`config.mk`:
```
export PLATFORM = sky130hd
export DESIGN_NAME = atm_ctrl_param
export DESIGN_NICKNAME = d
export VERILOG_FILES = /design/src/rtl/atm_ctrl_param.sv
export SDC_FILE = /design/constraint.sdc
export NUM_CORES = 1
export LEC_CHECK = 0
export CAP_MARGIN = 20
export CORE_ASPECT_RATIO = 1.1
export CORE_UTILIZATION = 47
export CTS_CLUSTER_DIAMETER = 100
export DETAILED_ROUTE_END_ITERATION = 12
export PLACE_DENSITY_LB_ADDON = 0.08
export SYNTH_ARGS = -nofsm -noshare
export SYNTH_HDL_FRONTEND = slang
export SYNTH_SLANG_ARGS = --single-unit
```
`constraint.sdc`:
```
create_clock -name clk -period 2.6 [get_ports clk]
set_input_delay 0.52 -clock clk [delete_from_list [all_inputs] [get_ports clk]]
set_output_delay 0.52 -clock clk [all_outputs]
set_load 0.05 [all_outputs]
```
`src/rtl/atm_ctrl_param.sv`:
```
// ---------------------------------------------------------------------------
// atm_ctrl_param -- ATM session controller.
//
// Walks a card session through PIN entry, menu, deposit, withdraw and balance
// display. The account balance persists across sessions; only rst restores
// INIT_BAL.
//
// Optional feature macro: ATM_TIMEOUT_EN
//   defined   : an idle counter aborts user-wait states after TIMEOUT_CYC
//               idle cycles (-> removeCard, one-cycle timeoutFlag pulse).
//   undefined : no idle counter, timeoutFlag is constant 0.
//
// Parameters: BAL_W (balance/amount width), MAX_TRIES (wrong-PIN limit),
//             TIMEOUT_CYC (idle cycles before abort), INIT_BAL (reset balance)
// Ports:
//   clk, rst            : clock, synchronous active-high reset
//   insertCard          : card inserted
//   cardRemoved         : card taken by the user
//   cancelAction        : user cancel
//   passwordEntered     : PIN submitted; correctPassword qualifies it
//   optionSelect[1:0]   : 1=withdraw 2=deposit 3=balance 0=none
//   moneyInserted       : deposit accepted, depositAmount holds the value
//   amountEntered       : withdraw request, withdrawAmount holds the value
//   moneyTaken          : dispensed cash removed
//   state[3:0]          : registered state code
//   balance[BAL_W-1:0]  : registered account balance
//   triesLeft[2:0]      : remaining PIN attempts
//   cardRetained        : high for the single cycle spent in retainCard
//   timeoutFlag         : high for one cycle after an idle timeout
// ---------------------------------------------------------------------------
module atm_ctrl_param #(
    parameter int unsigned BAL_W       = 16,
    parameter int unsigned MAX_TRIES   = 3,
    parameter int unsigned TIMEOUT_CYC = 255,
    parameter int unsigned INIT_BAL    = 0
) (
    input  logic             clk,
    input  logic             rst,
    input  logic             insertCard,
    input  logic             cardRemoved,
    input  logic             cancelAction,
    input  logic             passwordEntered,
    input  logic             correctPassword,
    input  logic [1:0]       optionSelect,
    input  logic             moneyInserted,
    input  logic [BAL_W-1:0] depositAmount,
    input  logic             amountEntered,
    input  logic [BAL_W-1:0] withdrawAmount,
    input  logic             moneyTaken,
    output logic [3:0]       state,
    output logic [BAL_W-1:0] balance,
    output logic [2:0]       triesLeft,
    output logic             cardRetained,
    output logic             timeoutFlag
);

    localparam int unsigned TRIES_W = 3;

    typedef enum logic [3:0] {
        ST_WELCOME   = 4'd0,
        ST_ENTER_PW  = 4'd1,
        ST_REMOVE    = 4'd2,
        ST_OPTION    = 4'd3,
        ST_PUT_MONEY = 4'd4,
        ST_SHOW_BAL  = 4'd5,
        ST_ENTER_AMT = 4'd6,
        ST_CHECK_BAL = 4'd7,
        ST_NO_BAL    = 4'd8,
        ST_GIVE      = 4'd9,
        ST_RECEIPT   = 4'd10,
        ST_RETAIN    = 4'd11
    } state_t;

    state_t                 state_q,    state_d;
    logic [BAL_W-1:0]       balance_q,  balance_d;
    logic [BAL_W-1:0]       amount_q,   amount_d;
    logic [TRIES_W-1:0]     tries_q,    tries_d;
    logic                   card_ret_q, card_ret_d;
    logic [BAL_W:0]         dep_sum;
    logic [BAL_W-1:0]       dep_sat;

`ifdef ATM_TIMEOUT_EN
    localparam int unsigned CNT_W = 16;

    logic [CNT_W-1:0]       idle_cnt_q, idle_cnt_d;
    logic                   timeout_q,  timeout_d;
    logic                   wait_state;
    logic                   any_input;
`endif

    // State and datapath registers
    always_ff @(posedge clk) begin
        if (rst) begin
            state_q    <= ST_WELCOME;
            balance_q  <= BAL_W'(INIT_BAL);
            amount_q   <= '0;
            tries_q    <= TRIES_W'(MAX_TRIES);
            card_ret_q <= 1'b0;
        end else begin
            state_q    <= state_d;
            balance_q  <= balance_d;
            amount_q   <= amount_d;
            tries_q    <= tries_d;
            card_ret_q <= card_ret_d;
        end
    end

`ifdef ATM_TIMEOUT_EN
    // Idle counter and timeout pulse
    always_ff @(posedge clk) begin
        if (rst) begin
            idle_cnt_q <= '0;
            timeout_q  <= 1'b0;
        end else begin
            idle_cnt_q <= idle_cnt_d;
            timeout_q  <= timeout_d;
        end
    end
`endif

    // Next-state and datapath logic
    always_comb begin
        state_d    = state_q;
        balance_d  = balance_q;
        amount_d   = amount_q;
        tries_d    = tries_q;
        card_ret_d = 1'b0;
        // Deposit saturates at all-ones instead of wrapping
        dep_sum    = {1'b0, balance_q} + {1'b0, depositAmount};
        dep_sat    = dep_sum[BAL_W] ? {BAL_W{1'b1}} : dep_sum[BAL_W-1:0];
`ifdef ATM_TIMEOUT_EN
        idle_cnt_d = '0;
        timeout_d  = 1'b0;
        wait_state = 1'b0;
        any_input  = insertCard | cardRemoved | cancelAction | passwordEntered |
                     correctPassword | (optionSelect != 2'd0) | moneyInserted |
                     amountEntered | moneyTaken;
`endif

        case (state_q)
            ST_WELCOME: begin
                if (insertCard) begin
                    state_d = ST_ENTER_PW;
                    tries_d = TRIES_W'(MAX_TRIES);
                end
            end
            ST_ENTER_PW: begin
                if (cancelAction) begin
                    state_d = ST_REMOVE;
                end else if (passwordEntered) begin
                    if (correctPassword) begin
                        state_d = ST_OPTION;
                    end else if (tries_q <= TRIES_W'(1)) begin
                        tries_d = '0;
                        state_d = ST_RETAIN;
                    end else begin
                        tries_d = tries_q - TRIES_W'(1);
                    end
                end
            end
            ST_REMOVE: begin
                if (cardRemoved) begin
                    state_d = ST_WELCOME;
                end
            end
            ST_OPTION: begin
                if (cancelAction) begin
                    state_d = ST_REMOVE;
                end else begin
                    case (optionSelect)
                        2'd1:    state_d = ST_ENTER_AMT;
                        2'd2:    state_d = ST_PUT_MONEY;
                        2'd3:    state_d = ST_SHOW_BAL;
                        default: state_d = ST_OPTION;
                    endcase
                end
            end
            ST_PUT_MONEY: begin
                if (cancelAction) begin
                    state_d = ST_REMOVE;
                end else if (moneyInserted) begin
                    balance_d = dep_sat;
                    state_d   = ST_SHOW_BAL;
                end
            end
            ST_SHOW_BAL:  state_d = ST_RECEIPT;
            ST_RECEIPT:   state_d = ST_OPTION;
            ST_ENTER_AMT: begin
                if (cancelAction) begin
                    state_d = ST_REMOVE;
                end else if (amountEntered) begin
                    amount_d = withdrawAmount;
                    state_d  = ST_CHECK_BAL;
                end
            end
            ST_CHECK_BAL: begin
                if (amount_q <= balance_q) begin
                    balance_d = balance_q - amount_q;
                    state_d   = ST_GIVE;
                end else begin
                    state_d = ST_NO_BAL;
                end
            end
            ST_NO_BAL:    state_d = ST_ENTER_AMT;
            ST_GIVE: begin
                if (moneyTaken) begin
                    state_d = ST_RECEIPT;
                end
            end
            ST_RETAIN:    state_d = ST_WELCOME;
            default:      state_d = ST_WELCOME;
        endcase

`ifdef ATM_TIMEOUT_EN
        // Wait states never move without an input, so an idle cycle here
        // implies the state is unchanged and the count may advance.
        wait_state = (state_q == ST_ENTER_PW)  || (state_q == ST_OPTION) ||
                     (state_q == ST_PUT_MONEY) || (state_q == ST_ENTER_AMT) ||
                     (state_q == ST_GIVE);
        if (wait_state && !any_input) begin
            if (idle_cnt_q == CNT_W'(TIMEOUT_CYC - 1)) begin
                state_d   = ST_REMOVE;
                timeout_d = 1'b1;
            end else begin
                idle_cnt_d = idle_cnt_q + CNT_W'(1);
            end
        end
`endif

        // retainCard lasts exactly one cycle, so this is a one-cycle pulse
        card_ret_d = (state_d == ST_RETAIN);
    end

    assign state        = state_q;
    assign balance      = balance_q;
    assign triesLeft    = tries_q;
    assign cardRetained = card_ret_q;
`ifdef ATM_TIMEOUT_EN
    assign timeoutFlag  = timeout_q;
`else
    // TIMEOUT_CYC is at least 1, so this is constant 0
    assign timeoutFlag  = (TIMEOUT_CYC == 0);
`endif

endmodule

```
==> results_dict.tcl <==
set metrics [dict create \
    status "complete, but fails checks" \
    violations "DRC" \
    synth_area_mm2 0.00349 \
    cp-end-kind "register" \
    ir_drop_mv 0.241 \
    hold_end "amount_q[14]" \
    grt_pass1_vias 3341 \
    timing.hold.ws_ns 0.459 \
    worst-endpoint-arrival_ns 2.78 \
    cts-root-buf "clkbuf_8" \
    finalHoldViolations 0 \
    finalSetupViolCount 0 \
    worstSkewPairLatency_ns 0.30 \
    grt_max_degree 18 \
    maxCapViolCount 0 \
    netlist_instances 461 \
    placed_area_mm2 0.00449 \
    avgRoutedWirePerCell_um 14.8 \
    die_area_mm2 0.00777 \
    p_comb_frac 0.178 \
    relSlewSlack 0.622 \
    slowest_stage "clkdlybuf4s50_1" \
    grt_overflow 0 \
    fin_crit_sh 0.991 \
    worst_slack_ns 0.0232 \
    switchingPower_mw 0.363 \
    ys_seq_elements 40 \
    wirelength_um 9600 \
    crit_chain "clkdlybuf4s50_1, ha_1, a21o_1, a21o_1, and3_1, a21oi_1, a31oi_2, xor2_1, nor2_2, a2111oi_4" \
    yosys_most_used_dff "dfxtp_1" \
    p_clk_frac 0.363 \
    dpl_worst_slack_ns -0.583 \
    rr_endpoint "balance[14]" \
    skew_ns 0.00980 \
    syn-num-nets 542 \
    yosys_warnings 0 \
    worstPathRequired_ns 2.80 \
    critPathBufInv 1 \
    power.density_mw_per_mm2 283 \
    drc_errors 10 \
    dp_hpwl_um 7400 \
    hold_class "register to register" \
    drt_iter0_markers 146 \
    gp_congestion 0.854 \
    async_flop_share 0 \
    antenna_cells 0 \
    ctsHoldBuffers 0 \
    layout_commonest_cell "nand2_1" \
    via_per_inst 5.53 \
    vias 3595 \
    holdPathStages 2 \
    swShare 0.268 \
    avgSynthCellArea_um2 7.56 \
    rrSetupSlack_ns 0.08 \
    final_max_slew_viol_count 0 \
    max_freq_mhz 388 \
    clkTransAtPathRegs_ns 0.08 \
    first_pass_iters 9 \
    grt_pass1_wl_um 15200 \
    cts_buffers 5 \
    drive_above_1_share 0.154 \
    leakage_nw 2.03 \
    slowest_delay_ns 0.40 \
    final_cell_mix "nand2_1, clkdlybuf4s50_1, a21oi_1" \
    fin_area_mm2 0.00479 \
    ant_nets 0 \
    cp_common_cell "a21o_1" \
    cts.path.max_buffers 2 \
    min_period_ns 2.58 \
    rows 32 \
    crit_type "input pin to register" \
    antenna_found_initial 0 \
    n_fill_cell 580 \
    core-area_mm2 0.00709 \
    crit_family "compound AO/OA/AOI/OAI gates" \
    ys_types 63 \
    synth_edf_count 0 \
    cp_max_fo 3 \
    yosysSeqAreaShare 0.230 \
    pwr-share-seq 0.459 \
    r2r_cells 11 \
    cts_tree "yes" \
    start_util 0.492 \
    hold_start "amount_q[14]" \
    nets 645 \
    area.growth.synth_to_final_pct 37.5 \
    die_w_um 84.1 \
    startpoint_type "input pin" \
    die_h_um 92.3 \
    io_pins 69 \
    clock-sinks 40 \
    r2r-start "balance[0]" \
    worst_pin_slew_ns 0.566 \
    intPower_mw 0.992 \
    port_buffers 67 \
    grtUsageTotal 0.242 \
    cts.htree.levels 2 \
]
## how the worst max path moves through the flow
stage	from	end	slack (ns)	depth (start not counted)
after floorplan	balance[1]	balance[15]	0.009	11
after detailed placement	depositAmount[0]	balance[14]	-0.58	12
after CTS	balance[0]	balance[14]	0.0002	11
after global placement	depositAmount[0]	balance[14]	-0.48	12
after global routing	depositAmount[8]	balance[14]	-0.08	10
final	depositAmount[8]	balance[14]	0.02	10
## synthesized netlist by cell type (3+ instances only)
cell,count,area share
dfxtp_1,40,0.23
a211oi_1,6,0.013
a31oi_1,6,0.011
nand2b_1,7,0.013
a21oi_1,46,0.066
a21o_1,10,0.022
nand3b_1,3,0.0065
xnor2_1,18,0.045
buf_2,5,0.0072
clkbuf_1,7,0.0075
nor2b_1,3,0.0054
xor2_1,5,0.013
mux2i_1,3,0.0086
nor2_1,38,0.041
o211ai_1,7,0.015
nand2_1,65,0.070
and2_1,3,0.0054
inv_1,34,0.037
and3_1,6,0.011
o22ai_1,7,0.013
ha_1,35,0.13
o221ai_1,6,0.015
nand3_1,14,0.020
o21a_1,7,0.015
nor3_1,12,0.017
o21ai_0,20,0.029
## final cells by class
cell class,count,area [um2],area share
timing repair buffer,112,1040,0.216
clock inverter,2,16.3,0.00339
inverter,34,128,0.0266
sequential,40,806,0.168
tap,85,106,0.0222
multi-input combinational,371,2610,0.544
clock buffer,6,93.8,0.0196
## sequential cells by signal, summed over array words and instances (netlist names)
name and count:
triesLeft 3, cardRetained 1, state 4, amount_q 16, balance 16
## cells by family after synthesis
| family | after synthesis | synth area share |
|---|---|---|
| buffers and inverters | 50 | 0.0621 |
| muxes | 3 | 0.00861 |
| adders and majority gates | 37 | 0.137 |
| other | 1 | 0.00108 |
| DFF | 40 | 0.230 |
| AOI/OAI and AO/OA | 142 | 0.281 |
| and+or+nand+nor | 165 | 0.223 |
| xor gates and xnor gates | 23 | 0.0578 |
## routing by layer
| metal | track usage | wire length (um) | vias up | share of wire |
|---|---|---|---|---|
| met2 | 0.437 | 4810 | 91 | 0.50 |
| met5 | 0 | 0 | - | 0 |
| met4 | 0.0718 | 172 | 0 | 0.018 |
| met3 | 0.0250 | 370 | 12 | 0.039 |
| li1 | - | - | 1849 | - |
| met1 | 0.304 | 4240 | 1643 | 0.44 |
## through the flow
step                utilization  std cells  TNS [ns]  power (mW)
floorplan                     -        461         0       0.755
global placement          0.633        636     -6.56       0.867
detailed placement        0.633        636     -7.74       0.870
CTS                       0.657        647         0        1.36
global route              0.676        650    -0.141        1.41
finish                    0.676        650         0        1.36
## power by group through the flow
stage                     registers (mW)  logic, mW  clock network, mW
final                              0.622      0.241              0.492
after CTS                          0.623      0.235              0.498
after global placement             0.637      0.230                  0
after global routing               0.624      0.261              0.529
after floorplan                    0.648      0.107                  0
after detailed placement           0.637      0.233                  0
## tightest hold or removal path, cell delays in order, from the launching register on
cell and delay (ns):
dfxtp_1 0.32, nand2_1 0.05, a21oi_1 0.05
## repair_timing
item | CTS | global route
hold endpoints to repair | 0 | 0
setup endpoints to repair | 16 | 15
resized for setup | 13 | 21
buffers inserted | 3 | 2
pin swaps | 13 | 20
cloned | 0 | 1
Power figures use the tool's default switching activity.
